`config.mk`:
```
export PLATFORM = sky130hd
export DESIGN_NAME = bip_control_unit
export DESIGN_NICKNAME = d
export VERILOG_FILES = /design/src/rtl/bip_control_unit.sv
export SDC_FILE = /design/constraint.sdc
export NUM_CORES = 1
export LEC_CHECK = 0
export CAP_MARGIN = 25
export CORE_ASPECT_RATIO = 0.9
export CORE_MARGIN = 2
export CORE_UTILIZATION = 30
export DETAILED_ROUTE_END_ITERATION = 10
export PLACE_DENSITY = 0.61
export SYNTH_ARGS = -nofsm -noshare
export SYNTH_HDL_FRONTEND = slang
export SYNTH_SLANG_ARGS = --single-unit
export TNS_END_PERCENT = 5
```
`constraint.sdc`:
```
create_clock -name i_clk -period 2.1 [get_ports i_clk]
set_input_delay 0.21 -clock i_clk [delete_from_list [all_inputs] [get_ports i_clk]]
set_output_delay 0.21 -clock i_clk [all_outputs]
set_load 0.01 [all_outputs]
```
`src/rtl/bip_control_unit.sv`:
```
// bip_control_unit: FETCH/DECODE/EXEC control FSM for the accumulator datapath, one instruction per 3 cycles.
// Optional undefined-opcode trap enabled by defining BIP_ILLEGAL_TRAP_EN (default build runs undefined opcodes as NOP).
module bip_control_unit #(
   parameter int OP_BITS  = 5,
   parameter int S_BITS   = 2,
   parameter int CNT_BITS = 16
) (
   input  logic                i_clk,
   input  logic                i_rst_n,
   input  logic [OP_BITS-1:0]  i_opcode,
   output logic                o_fetch,
   output logic [S_BITS-1:0]   o_sel_a,
   output logic                o_sel_b,
   output logic                o_op,
   output logic                o_wr_acc,
   output logic                o_rd_ram,
   output logic                o_wr_ram,
   output logic                o_pc_en,
   output logic                o_halt,
   output logic                o_illegal,
   output logic [CNT_BITS-1:0] o_instr_cnt
);
`ifdef BIP_ILLEGAL_TRAP_EN
   localparam bit TRAP = 1'b1;
`else
   localparam bit TRAP = 1'b0;
`endif
   typedef enum logic [1:0] {FETCH, DECODE, EXEC, HALT} state_t;
   state_t state_q, state_d;
   logic [OP_BITS-1:0] ir_q, ir_d, opc;
   logic is_hlt, is_sto, is_ld, is_ldi, is_undef, is_alu, stop;
   logic [S_BITS-1:0] dec_sel_a, sel_a_d;
   logic dec_sel_b, dec_sub, dec_rd, dec_wr_acc;
   logic fetch_d, sel_b_d, op_d, wr_acc_d, rd_ram_d, wr_ram_d, pc_en_d, halt_d, illegal_d;
   logic [CNT_BITS-1:0] cnt_d;
   // Decode the live opcode while fetching so selects are registered at the end of FETCH; otherwise the IR.
   assign opc        = (state_q == FETCH) ? i_opcode : ir_q;
   assign is_hlt     = opc == OP_BITS'(0);
   assign is_sto     = opc == OP_BITS'(1);
   assign is_ld      = opc == OP_BITS'(2);
   assign is_ldi     = opc == OP_BITS'(3);
   assign is_undef   = opc > OP_BITS'(7);
   assign is_alu     = !is_undef && opc[2];
   assign dec_sel_a  = is_ldi ? S_BITS'(1) : is_alu ? S_BITS'(2) : '0;
   assign dec_sel_b  = is_alu & opc[0];
   assign dec_sub    = is_alu & opc[1];
   assign dec_rd     = is_ld | (is_alu & ~opc[0]);
   assign dec_wr_acc = is_ld | is_ldi | is_alu;
   assign stop       = is_hlt | (TRAP & is_undef);
   // Next state and next registered outputs; everything defaults to idle/zero.
   always_comb begin
      state_d   = state_q;
      ir_d      = ir_q;
      fetch_d   = 1'b0;
      sel_a_d   = '0;
      sel_b_d   = 1'b0;
      op_d      = 1'b0;
      rd_ram_d  = 1'b0;
      wr_acc_d  = 1'b0;
      wr_ram_d  = 1'b0;
      pc_en_d   = 1'b0;
      halt_d    = 1'b0;
      illegal_d = o_illegal;
      cnt_d     = o_instr_cnt;
      case (state_q)
         FETCH: begin
            state_d = o_fetch ? DECODE : FETCH;
            fetch_d = !o_fetch;
            if (o_fetch) begin
               ir_d     = i_opcode;
               sel_a_d  = dec_sel_a;
               sel_b_d  = dec_sel_b;
               op_d     = dec_sub;
               rd_ram_d = dec_rd;
            end
         end
         DECODE: begin
            if (stop) begin
               state_d   = HALT;
               halt_d    = 1'b1;
               illegal_d = TRAP & is_undef;
            end else begin
               state_d  = EXEC;
               sel_a_d  = o_sel_a;
               sel_b_d  = o_sel_b;
               op_d     = o_op;
               rd_ram_d = o_rd_ram;
               wr_acc_d = dec_wr_acc;
               wr_ram_d = is_sto;
               pc_en_d  = 1'b1;
               cnt_d    = o_instr_cnt + CNT_BITS'(1);
            end
         end
         EXEC: begin
            state_d = FETCH;
            fetch_d = 1'b1;
         end
         default: halt_d = 1'b1;
      endcase
   end
   // State, instruction register and all outputs; async reset clears everything immediately.
   always_ff @(posedge i_clk or negedge i_rst_n) begin
      if (!i_rst_n) begin
         state_q     <= FETCH;
         ir_q        <= '0;
         o_fetch     <= 1'b0;
         o_sel_a     <= '0;
         o_sel_b     <= 1'b0;
         o_op        <= 1'b0;
         o_rd_ram    <= 1'b0;
         o_wr_acc    <= 1'b0;
         o_wr_ram    <= 1'b0;
         o_pc_en     <= 1'b0;
         o_halt      <= 1'b0;
         o_illegal   <= 1'b0;
         o_instr_cnt <= '0;
      end else begin
         state_q     <= state_d;
         ir_q        <= ir_d;
         o_fetch     <= fetch_d;
         o_sel_a     <= sel_a_d;
         o_sel_b     <= sel_b_d;
         o_op        <= op_d;
         o_rd_ram    <= rd_ram_d;
         o_wr_acc    <= wr_acc_d;
         o_wr_ram    <= wr_ram_d;
         o_pc_en     <= pc_en_d;
         o_halt      <= halt_d;
         o_illegal   <= illegal_d;
         o_instr_cnt <= cnt_d;
      end
   end
endmodule

```
# After elaboration in Yosys (flattened, before gate mapping)
# Cells that the tools add are included.
word_totals:
  ff_bits: 33
  elab_cells: 62
  output_inout_bits: 27
  inputBits: 7
op_classes:
  add_sub_neg: 1
  muxes: 25
  n_bitwise: 8
  eq_ne: 6
  n_lt_le_gt_ge: 1
  reduce_logical: 9
op_table:
  columns: ["cell", "n"]
  rows:
  - ["16-bit by 1-bit adder with 16-bit output (second input constant)", 1]
  - ["1-bit two-way mux", 13]
  - ["5-bit by 2-bit == test with 1-bit output (second input constant)", 2]
  - ["1-bit one-hot mux with 2 select lines", 5]
  - ["2-bit two-way mux", 4]
  - ["2-bit one-hot mux with 3 select lines", 1]
  - ["5-bit by 1-bit == test with 1-bit output (second input constant)", 1]
  - ["5-bit by 3-bit greater-than comparator with 1-bit output (second input constant)", 1]
  - ["5-bit zero test", 1]
  - ["5-bit two-way mux", 1]
  - ["2-bit one-hot mux with 2 select lines", 1]
  - ["2-bit AND reduction", 2]
  - ["1-bit AND", 3]
  - ["1-bit OR", 3]
  - ["3-bit nonzero test", 1]
  - ["2-bit by 1-bit == test with 1-bit output (second input constant)", 1]
  - ["2-bit == test (second input constant)", 1]
  - ["1-bit zero test", 2]
  - ["2-bit zero test", 1]
  - ["2-bit inequality test (second input constant)", 1]
  - ["1-bit NOT", 2]
  - ["2-bit OR reduction", 1]
  - ["1-bit logical AND", 1]

# Longest topological paths before layout
# Gate-level depths: netlist (run 1).
depth:
  word_depth: 9
  depth_mapped: 8
  mapped_depth_nobuf: 7

# Worst setup path before layout (run 1)
# OpenSTA, ideal clock, no wires.
synth_timing:
  path_type: "register -> register"
  from: "register state_q[0]"
  to: "register o_sel_a[0]"
  slack_ns: 0.314
  setup_time_ns: 0.104
  period_less_slack_ns: 1.786
  path_buffers: 1
  t_arrival_ns: 1.683
  stages_incl_launch_ff: 9
  required_time_ns: 1.996
  path_cell_list: "dfrtp_1 -> inv_1 -> ha_1 -> buf_6 -> nor4_4 -> o22ai_2 -> nand2_2 -> inv_2 -> o41ai_2"
synth_between:
  elab_chain_len: 6
  elab_cells_between_ends: 9
  cone_classes: "eq/ne: 3; mux: 4; reduce/logical: 2"
synth_rtl:
  columns: ["element", "line_no", "source"]
  rows:
  - ["start, declared", "29", "state_t state_q, state_d;"]
  - ["start signal, assigned", "118", "state_q <= state_d;"]
  - ["2-bit zero test", "37, 65", null]
  - ["5-bit two-way mux", "37", "assign opc = (state_q == FETCH) ? i_opcode : ir_q;"]
  - ["5-bit by 2-bit == test with 1-bit output", "41", "assign is_ldi = opc == OP_BITS'(3);"]
  - ["2-bit two-way mux", "44", "assign dec_sel_a = is_ldi ? S_BITS'(1) : is_alu ? S_BITS'(2) : '0;"]
  - ["2-bit two-way mux", "69", "if (o_fetch) begin"]
  - ["2-bit one-hot mux with 2 select lines", "65", "case (state_q)"]
  - ["end signal, assigned", "121", "o_sel_a <= sel_a_d;"]
  - ["end, declared", "12", "output logic [S_BITS-1:0] o_sel_a,"]
# Parallel ways exist; a longest one is shown, timed or not.
# A chain may end at the register's enable or synchronous reset.

# Final worst setup path (run 1)
# Same ends and word-level chain as after synthesis.

==> metrics.md, run 1 <==
| Metric | Value |
|---|---|
| Post-DP Area | `1990 um^2` |
| Clk_lat worst skew | `0.28 ns` |
| Pwr/cell area | `1190 nW/um^2` |
| Post-route DRC | `0` |
| CTS Buffer Depth | `2` |
| Placed Cells | `239` |
| Sequential share of the synthesized area | `52.2%` |
| Worst vdd ir | `0.393 mV` |
| Syn Std Cell Area | `1580 um^2` |
| Via density | `4.78` |
| Total grt overflow | `0` |
| Synth area leaders | `dfrtp_1 52%, xnor2_1 5.5%, mux2_2 5.0%` |
| Die Y | `72.9 um` |
| Area leader, netlist | `dfrtp_1` |
| DRT iter0 DRCs | `80` |
| Post-synth top area share | `52.2%` |
| Layout Nets | `191` |
| Fin. max-slew vios | `0` |
| Leakage power figure | `0.000875 uW` |
| CTS Buf Count | `5` |
| Routed length per placed instance | `13.2 um` |
| Antenna violations before repair | `0` |
| Clock slew at reported path FFs | `0.07 ns` |
| Total power | `2480 uW` |
| Number of max-cap violations | `0` |
| Pin count of the biggest net entering global routing | `34` |
| Net Count, Synth | `152` |
| Final Instance Count excl. Fillers | `247` |
| Crit Path Category | `register to register` |
| Tot GR Track Use | `12.8%` |
| Synth warn | `0` |
| First-pass GRT wire length | `5710 um` |
| Drt pass-1 iters | `4` |
| Synthesized instance count | `140` |
| DRT Wirelength | `3260 um` |
| Core Rows | `25` |
| Final ANT Viol Nets | `0` |
| Worst EP arrival | `2.06 ns` |
| Final instance area | `2090 um^2` |
| Post-CTS Setup Repair Bufs | `0` |
| Fin crit share | `89.5%` |
| Slowest CP cell | `dfrtp_1` |
| Netlist cell types | `37` |
| Max FO, Critical Path | `8` |
| Buffers on Ports | `32` |
| CP cell instances | `inv_1 > ha_2 > nor4b_4 > o22ai_2 > nand2_2 > inv_2 > o41ai_2` |
| DIE AREA | `5870 um^2` |
| Initial core utilization | `30.6%` |
| Final Skew | `0.0102 ns` |
| Achievable Freq | `532 MHz` |
| # fillers | `518` |
| DR vias | `1,181` |
| CP startpoint kind | `register` |
| Final setup violation count | `0` |
| Syn avg cell area | `11.3 um^2` |
| Number of global-route vias before repair | `1,219` |
| Routability Congestion | `0.764` |
| Clk root buf | `clkbuf_8` |
| Number of antenna diodes | `0` |
| Depth of the CTS H-tree | `2` |
| Register area | `826 um^2` |
| RSZ-0062 raised after global routing | `false` |
| Seq cells post-synth | `33` |
| CTS tree | `yes` |
| Status | `complete, no violations` |
| Die width | `80.5 um` |
| Final worst path period need | `1.88 ns` |
| Slowest stage delay, CP | `0.40 ns` |
| Setup_tns | `0 ns` |
| Area occupied by multi-input gates | `722 um^2` |
| Hold Crit Class | `input pin to async pin` |
| Area Growth Syn to Fin | `32.2%` |
| Core Box Area | `5160 um^2` |
| # hold bufs at CTS | `0` |
| Worst EP required | `2.28 ns` |
| Setup crit end kind | `register` |
| CP top delay family | `compound AO/OA/AOI/OAI gates` |
| HPWL after DPL | `2330 um` |
| Final core utilization | `40.5%` |
| Clk sink count | `33` |
| Worst Path Buf+Inv | `2` |
| Layout cells sized above 1 | `15.6%` |
| I/O pin count | `34` |
| Final hold violations | `0` |
## power breakdown
group | leakage [uW] | switching, uW | total, uW | internal [uW]
Combinational | 0.000415 | 489 | 1020 | 526
Clock | 0.0000450 | 230 | 459 | 230
Sequential | 0.000415 | 185 | 1000 | 818
## per-layer routing
metal  global-route usage, %  vias up  routed length, um
met5                       0        -                  0
met4                    5.65        0                 34
met3                    3.47        4                139
met2                    19.2       26               1510
met1                    17.3      582               1580
li1                        -      569                  -
## worst reg2reg max path, cell delays in order (launching register included)
cell and delay, ns:
dfrtp_1 0.40, inv_1 0.11, ha_2 0.32, nor4b_4 0.29
o22ai_2 0.15, nand2_2 0.11, inv_2 0.07, o41ai_2 0.32
## layout make-up
cell class	count	share of cell area, %
flip-flops and latches	33	39.5
multi-input cells	97	34.5
repair buffers	37	17.1
well taps	67	4.01
clock buffers	6	3.47
inverters	5	0.898
clock inverters	2	0.479
## logic make-up (layout without fill, tap and decap cells)
family	after synthesis	count (layout)	share of synthesized area [%]
xor gates and xnor gates	15	15	8.31
buffers and inverters	10	50	3.16
DFF	33	33	52.2
adders and majority gates	5	5	3.96
muxes	9	9	6.25
other	1	1	0.237
and+or+nand+nor	56	56	19.8
AOI/OAI and AO/OA	11	11	6.09
## registers in the layout (all words and copies together), names as in the netlist
signal	flops
ir_q	5
o_rd_ram	1
o_halt	1
o_op	1
o_sel_b	1
state_q	2
o_wr_ram	1
o_wr_acc	1
o_instr_cnt	16
o_sel_a	2
o_fetch	1
o_pc_en	1
## cells in the mapped netlist
cell type	instances
nand3b_1	2
dfrtp_1	33
a21o_1	2
mux2_2	7
inv_1	4
nand2_2	1
o31ai_1	1
conb_1	1
o32ai_1	1
and2_1	1
nand3_1	11
nor3_2	1
a311oi_1	1
o22ai_2	1
o22a_1	1
ha_1	5
o41ai_1	1
nor4b_2	1
nand4_1	9
nor3b_1	1
inv_2	1
o21ai_0	1
xor2_1	5
nor4_4	1
a21oi_1	1
and3_1	2
mux2i_1	2
nor4_1	2
xnor2_1	10
nor2_1	13
buf_4	1
o41ai_2	1
clkbuf_1	2
buf_6	1
nand2_1	7
buf_2	1
nor3_1	4
## metrics by stage
step	hold slack, ns	setup WS, ns
global route	0.372	0.0741
finish	0.320	0.220
global placement	0.467	0.0946
detailed placement	0.472	0.0190
floorplan	-0.0856	0.314
CTS	0.338	0.0314
## worst paths after layout
kind	start	endpoint	slack (ns)	depth (start not counted)
worst max-delay path	state_q[0]	o_sel_a[0]	0.22	7
worst min-delay path	i_rst_n	o_pc_en	0.32	2
worst max register to register	state_q[0]	o_sel_a[0]	0.22	7
worst min register to register	o_instr_cnt[15]	o_instr_cnt[15]	0.47	1
max in group asynchronous	i_rst_n	o_instr_cnt[3]	1.49	2
min in group i_clk	o_instr_cnt[15]	o_instr_cnt[15]	0.47	1
## layout by cell type (no fill, tap or decap), types with 2 or more instances in the layout
master,n
nor2_1,13
inv_1,4
xnor2_1,10
dfrtp_1,33
nand2_1,7
xor2_1,5
buf_4,5
nor3_1,4
a21o_1,2
clkinv_2,2
and3_1,2
nand3b_1,2
clkbuf_8,5
mux2_2,7
nand4_1,9
nand3_1,11
clkdlybuf4s50_1,32
ha_1,4
mux2i_1,2
nor4_1,2
## timing repair
action | CTS | global route
endpoints found under the setup margin | 1 | 11
gates resized for setup | 1 | 2
hold endpoints to repair | 0 | 0
gates cloned | 0 | 0
(Power assumes the default switching activity.)
==> run 2: changes to the inputs <==
--- a/config.mk
+++ b/config.mk
@@ -11,6 +11,7 @@
 export CORE_UTILIZATION = 30
 export DETAILED_ROUTE_END_ITERATION = 10
 export PLACE_DENSITY = 0.61
+export REMOVE_ABC_BUFFERS = 1
 export SYNTH_ARGS = -nofsm -noshare
 export SYNTH_HDL_FRONTEND = slang
 export SYNTH_SLANG_ARGS = --single-unit
==> metrics.md, run 2 (synthesis gave the netlist of run 1 again) <==
| Metric | Value |
|---|---|
| Clock power share | `18.7%` |
| Net Sw Power | `904 uW` |
| # fillers | `507` |
| Clock slew at reported path FFs | `0.07 ns` |
| Part of the power in registers | `40.6%` |
| Clk sink count | `33` |
| Largest regs | `o_instr_cnt x16, ir_q x5` |
| Number of antenna diodes | `0` |
| Routability Congestion | `0.742` |
| Number of max-cap violations | `0` |
| Core Box Area | `5160 um^2` |
| Final core utilization | `40.7%` |
| Clk_lat worst skew | `0.28 ns` |
| Worst vdd ir | `0.559 mV` |
| Post-route setup slack | `0.195 ns` |
| R2r setup slk | `0.20 ns` |
| Placed Cells | `240` |
| CTS Buffer Depth | `2` |
| Slowest stage delay, CP | `0.40 ns` |
| I/O pin count | `34` |
| Most frequent cells in the layout | `33 x dfrtp_1, 32 x clkdlybuf4s50_1, 13 x nor2_1` |
| Die Y | `72.9 um` |
| Final worst path period need | `1.90 ns` |
| Fin. max-slew vios | `0` |
| Combinational power share | `40.6%` |
| Final instance area | `2100 um^2` |
| Final Skew | `0.00562 ns` |
| Final Instance Count excl. Fillers | `248` |
| Commonest non-fill, non-tap cell in the layout | `dfrtp_1` |
| Pin count of the biggest net entering global routing | `34` |
| Worst slack at placement | `0.0752 ns` |
| Reg2reg end | `o_instr_cnt[12]` |
| Area Growth Syn to Fin | `32.7%` |
| Post-CTS Setup Repair Bufs | `0` |
| DIE AREA | `5870 um^2` |
| Most flop-heavy register | `o_instr_cnt` |
| Switching share of power | `36.4%` |
| Largest register FFs | `16` |
| Die width | `80.5 um` |
| Post-route DRC | `0` |
| CP startpoint kind | `register` |
| Achievable Freq | `525 MHz` |
| CTS Buf Count | `5` |
| Total grt overflow | `0` |
| Setup crit end kind | `register` |
| First-pass GRT wire length | `5820 um` |
| Layout cells sized above 1 | `16.0%` |
| DRT Wirelength | `3420 um` |
| Hold Crit Class | `input pin to async pin` |
| Via density | `4.85` |
| R2R depth | `7` |
| Tot GR Track Use | `13.3%` |
| Initial core utilization | `30.6%` |
| Worst EP required | `2.31 ns` |
| Reg-to-reg startpoint | `state_q[0]` |
| Status | `complete, no violations` |
| Antenna violations before repair | `0` |
| Max FO, Critical Path | `7` |
| Crit Path Category | `register to register` |
| Final setup violation count | `0` |
| Final ANT Viol Nets | `0` |
| DR vias | `1,202` |
| CTS tree | `yes` |
| Layout Nets | `192` |
| Slowest CP cell | `dfrtp_1` |
| Final hold violations | `0` |
| Buffers on Ports | `32` |
| Worst EP arrival | `2.11 ns` |
| Drt pass-1 iters | `4` |
| RSZ-0062 raised after global routing | `false` |
| Routed length per placed instance | `13.8 um` |
| DRT iter0 DRCs | `62` |
| Core Rows | `25` |
| Internal | `1580 uW` |
| Post-DP Area | `2000 um^2` |
| CP cell instances | `inv_1 > ha_2 > buf_4 > nor3_2 > o22a_1 > nor4_1 > xor2_1` |
| Pwr/cell area | `1180 nW/um^2` |
| Depth of the CTS H-tree | `2` |
| Number of global-route vias before repair | `1,202` |
| Clk root buf | `clkbuf_8` |
| HPWL after DPL | `2420 um` |
| Leakage power figure | `0.000879 uW` |
| Fin crit share | `90.7%` |
run 2: changes by cell type in the layout (fill, tap and decap cells not counted), sizes merged:
cell and change:
buf +1
run 2: metrics by stage:
stage / power, uW / TNS, ns / hold slack, ns
after floorplan: 1560 / -0.00602 / -0.0856
after global placement: 2020 / 0 / 0.469
after detailed placement: 2020 / 0 / 0.469
after CTS: 2500 / 0 / 0.355
after global routing: 2670 / 0 / 0.378
final: 2480 / 0 / 0.342
run 2: what timing repair did:
item / 4_1_cts / 5_1_grt
gates resized for setup: 0 / 3
endpoints found under the setup margin: 0 / 15
hold buffers: 0 / 0
run 2: worst max-delay path by stage:
stage                from  cells past startpoint  slack [ns]               to
6_report       state_q[0]                      7        0.20  o_instr_cnt[12]
2_1_floorplan  state_q[0]                      7      -0.006       o_sel_a[0]
4_1_cts        state_q[0]                      7        0.06       o_sel_a[0]
5_1_grt        state_q[1]                      7        0.03  o_instr_cnt[12]
3_5_place_dp   state_q[0]                      7        0.08       o_sel_a[0]
3_3_place_gp   state_q[0]                      7        0.14       o_sel_a[0]
run 2: power by group through the flow:
| stage | logic [uW] | clock network, uW | registers (uW) |
|---|---|---|---|
| floorplan | 530 | 0 | 1030 |
| global placement | 995 | 0 | 1020 |
| detailed placement | 999 | 0 | 1020 |
| CTS | 1010 | 479 | 1010 |
| global route | 1110 | 516 | 1040 |
| finish | 1010 | 465 | 1010 |
run 2: final cells by class:
class / instances / area (um^2) / area share [%]
clock buffers: 6 / 72.6 / 3.46
flip-flops and latches: 33 / 826 / 39.4
well taps: 67 / 83.8 / 4.00
repair buffers: 38 / 365 / 17.4
clock inverters: 2 / 10.0 / 0.477
inverters: 5 / 18.8 / 0.894
multi-input cells: 97 / 722 / 34.4
run 2: layer usage:
metal | vias up | GRT usage [%] | share of wire, %
met4 | 0 | 3.95 | 0.99
met5 | - | 0 | 0
met3 | 5 | 4.95 | 4.1
met2 | 20 | 19.2 | 46
li1 | 573 | - | -
met1 | 604 | 18.7 | 49
run 2: critical path, delay by kind of cell, from the launching register on:
kind | cells | cell delay [ns]
simple gates | 2 | 0.43
flops | 1 | 0.40
fa+ha+maj | 1 | 0.28
compound gates | 1 | 0.28
buf+inv | 2 | 0.26
xor+xnor | 1 | 0.17
==> run 3: changes to the inputs <==
==> constraint.sdc (replaced) <==
create_clock -name i_clk -period 2.3 [get_ports i_clk]
set_input_delay 0.23 -clock i_clk [delete_from_list [all_inputs] [get_ports i_clk]]
set_output_delay 0.23 -clock i_clk [all_outputs]
set_load 0.01 [all_outputs]
==> metrics.md, run 3 (synthesis gave the netlist of run 1 again) <==
| Metric | Value |
|---|---|
| Slowest stage delay, CP | `0.38 ns` |
| Clk root buf | `clkbuf_8` |
| Die width | `80.5 um` |
| Number of antenna diodes | `0` |
| Part of the power in registers | `38.5%` |
| CTS Buf Count | `5` |
| Final Skew | `0.00317 ns` |
| RSZ-0062 raised after global routing | `false` |
| Die Y | `72.9 um` |
| DRT iter0 DRCs | `67` |
| Largest register FFs | `16` |
| Clock power share | `23.6%` |
| First-pass GRT wire length | `5640 um` |
| Commonest non-fill, non-tap cell in the layout | `dfrtp_1` |
| Hold Crit Class | `input pin to async pin` |
| Initial core utilization | `30.6%` |
| CTS resizes | `0` |
| Net Sw Power | `822 uW` |
| Total grt overflow | `0` |
| DIE AREA | `5870 um^2` |
| HPWL after DPL | `2420 um` |
| Antenna violations before repair | `0` |
| Core Box Area | `5160 um^2` |
| Drt pass-1 iters | `4` |
| Setup crit end kind | `register` |
| Switching share of power | `34.4%` |
| Clock slew at reported path FFs | `0.07 ns` |
| Achievable Freq | `503 MHz` |
| Fin crit share | `86.4%` |
| Final Instance Count excl. Fillers | `247` |
| Combinational power share | `37.9%` |
| CP cell instances | `inv_1 > ha_1 > buf_4 > nor4_4 > o22ai_2 > nand2_2 > inv_2 > o41ai_2` |
| Most frequent cells in the layout | `33 x dfrtp_1, 32 x clkdlybuf4s50_1, 13 x nor2_1` |
| Via density | `4.67` |
| DRT Wirelength | `3410 um` |
| Worst EP required | `2.49 ns` |
| Internal | `1570 uW` |
| Fin. max-slew vios | `0` |
| Setup_tns | `0 ns` |
| Final setup violation count | `0` |
| Pin count of the biggest net entering global routing | `34` |
| Worst hold slack | `0.356 ns` |
| # fillers | `504` |
| Number of global-route vias before repair | `1,139` |
| Leakage power figure | `0.000882 uW` |
| CTS tree | `yes` |
| Final core utilization | `40.8%` |
| CP top delay family | `compound AO/OA/AOI/OAI gates` |
| Routability Congestion | `0.741` |
| Max FO, Critical Path | `6` |
| Post-route DRC | `0` |
| Clk_lat worst skew | `0.28 ns` |
| Worst vdd ir | `0.473 mV` |
| Final ANT Viol Nets | `0` |
| Tot GR Track Use | `12.8%` |
| Depth of the CTS H-tree | `2` |
| Final worst path period need | `1.99 ns` |
| Core Rows | `25` |
| Most flop-heavy register | `o_instr_cnt` |
| Slowest CP cell | `dfrtp_1` |
| Area Growth Syn to Fin | `33.3%` |
| Clk sink count | `33` |
| Largest regs | `o_instr_cnt x16, ir_q x5` |
| Crit Path Category | `register to register` |
| Worst EP arrival | `2.17 ns` |
| Layout Nets | `191` |
| Worst Path Buf+Inv | `3` |
| # hold bufs at CTS | `0` |
| Layout cells sized above 1 | `14.4%` |
| Post-CTS Setup Repair Bufs | `0` |
| I/O pin count | `34` |
| Status | `complete, no violations` |
| DR vias | `1,154` |
| Placed Cells | `239` |
| CTS Buffer Depth | `2` |
| CP startpoint kind | `register` |
| Routed length per placed instance | `13.8 um` |
| Final hold violations | `0` |
| Number of max-cap violations | `0` |
| Buffers on Ports | `32` |
| Pwr/cell area | `1130 nW/um^2` |
run 3: power by group through the flow:
stage	clock network, uW	logic [uW]	registers [uW]
2_1_floorplan	0	484	943
3_3_place_gp	0	911	931
3_5_place_dp	0	908	930
4_1_cts	583	921	924
5_1_grt	598	999	951
6_report	564	905	920
run 3: per-stage QoR:
step	instance area, um^2	worst slack [ns]	power (uW)
finish	2110	0.314	2390
global route	2110	0.123	2550
CTS	2110	0.290	2430
detailed placement	1990	0.294	1840
global placement	1990	0.350	1840
floorplan	1550	0.194	1430
run 3: final timing paths:
path	slack, ns	cells after the start	endpoint	from
worst max register to register	0.31	8	o_sel_a[0]	state_q[0]
max in group asynchronous	1.64	2	ir_q[2]	i_rst_n
min in group i_clk	0.47	1	o_instr_cnt[15]	o_instr_cnt[15]
worst max-delay path	0.31	8	o_sel_a[0]	state_q[0]
worst min register to register	0.47	1	o_instr_cnt[15]	o_instr_cnt[15]
worst min-delay path	0.36	2	o_instr_cnt[6]	i_rst_n
run 3: layout make-up:
| cell class | count | area [um^2] | share of cell area (%) |
|---|---|---|---|
| timing repair buffer | 37 | 358 | 17.0 |
| clock inverter | 1 | 30.0 | 1.42 |
| inverter | 5 | 18.8 | 0.890 |
| sequential | 33 | 826 | 39.2 |
| tap | 67 | 83.8 | 3.98 |
| clock buffer | 7 | 86.3 | 4.09 |
| multi-input combinational | 97 | 706 | 33.5 |
run 3: per-layer routing:
| metal | track usage [%] | wire (um) |
|---|---|---|
| met5 | 0 | 0 |
| met4 | 5.08 | 47 |
| met2 | 18.5 | 1470 |
| met1 | 17.9 | 1750 |
| met3 | 3.84 | 145 |
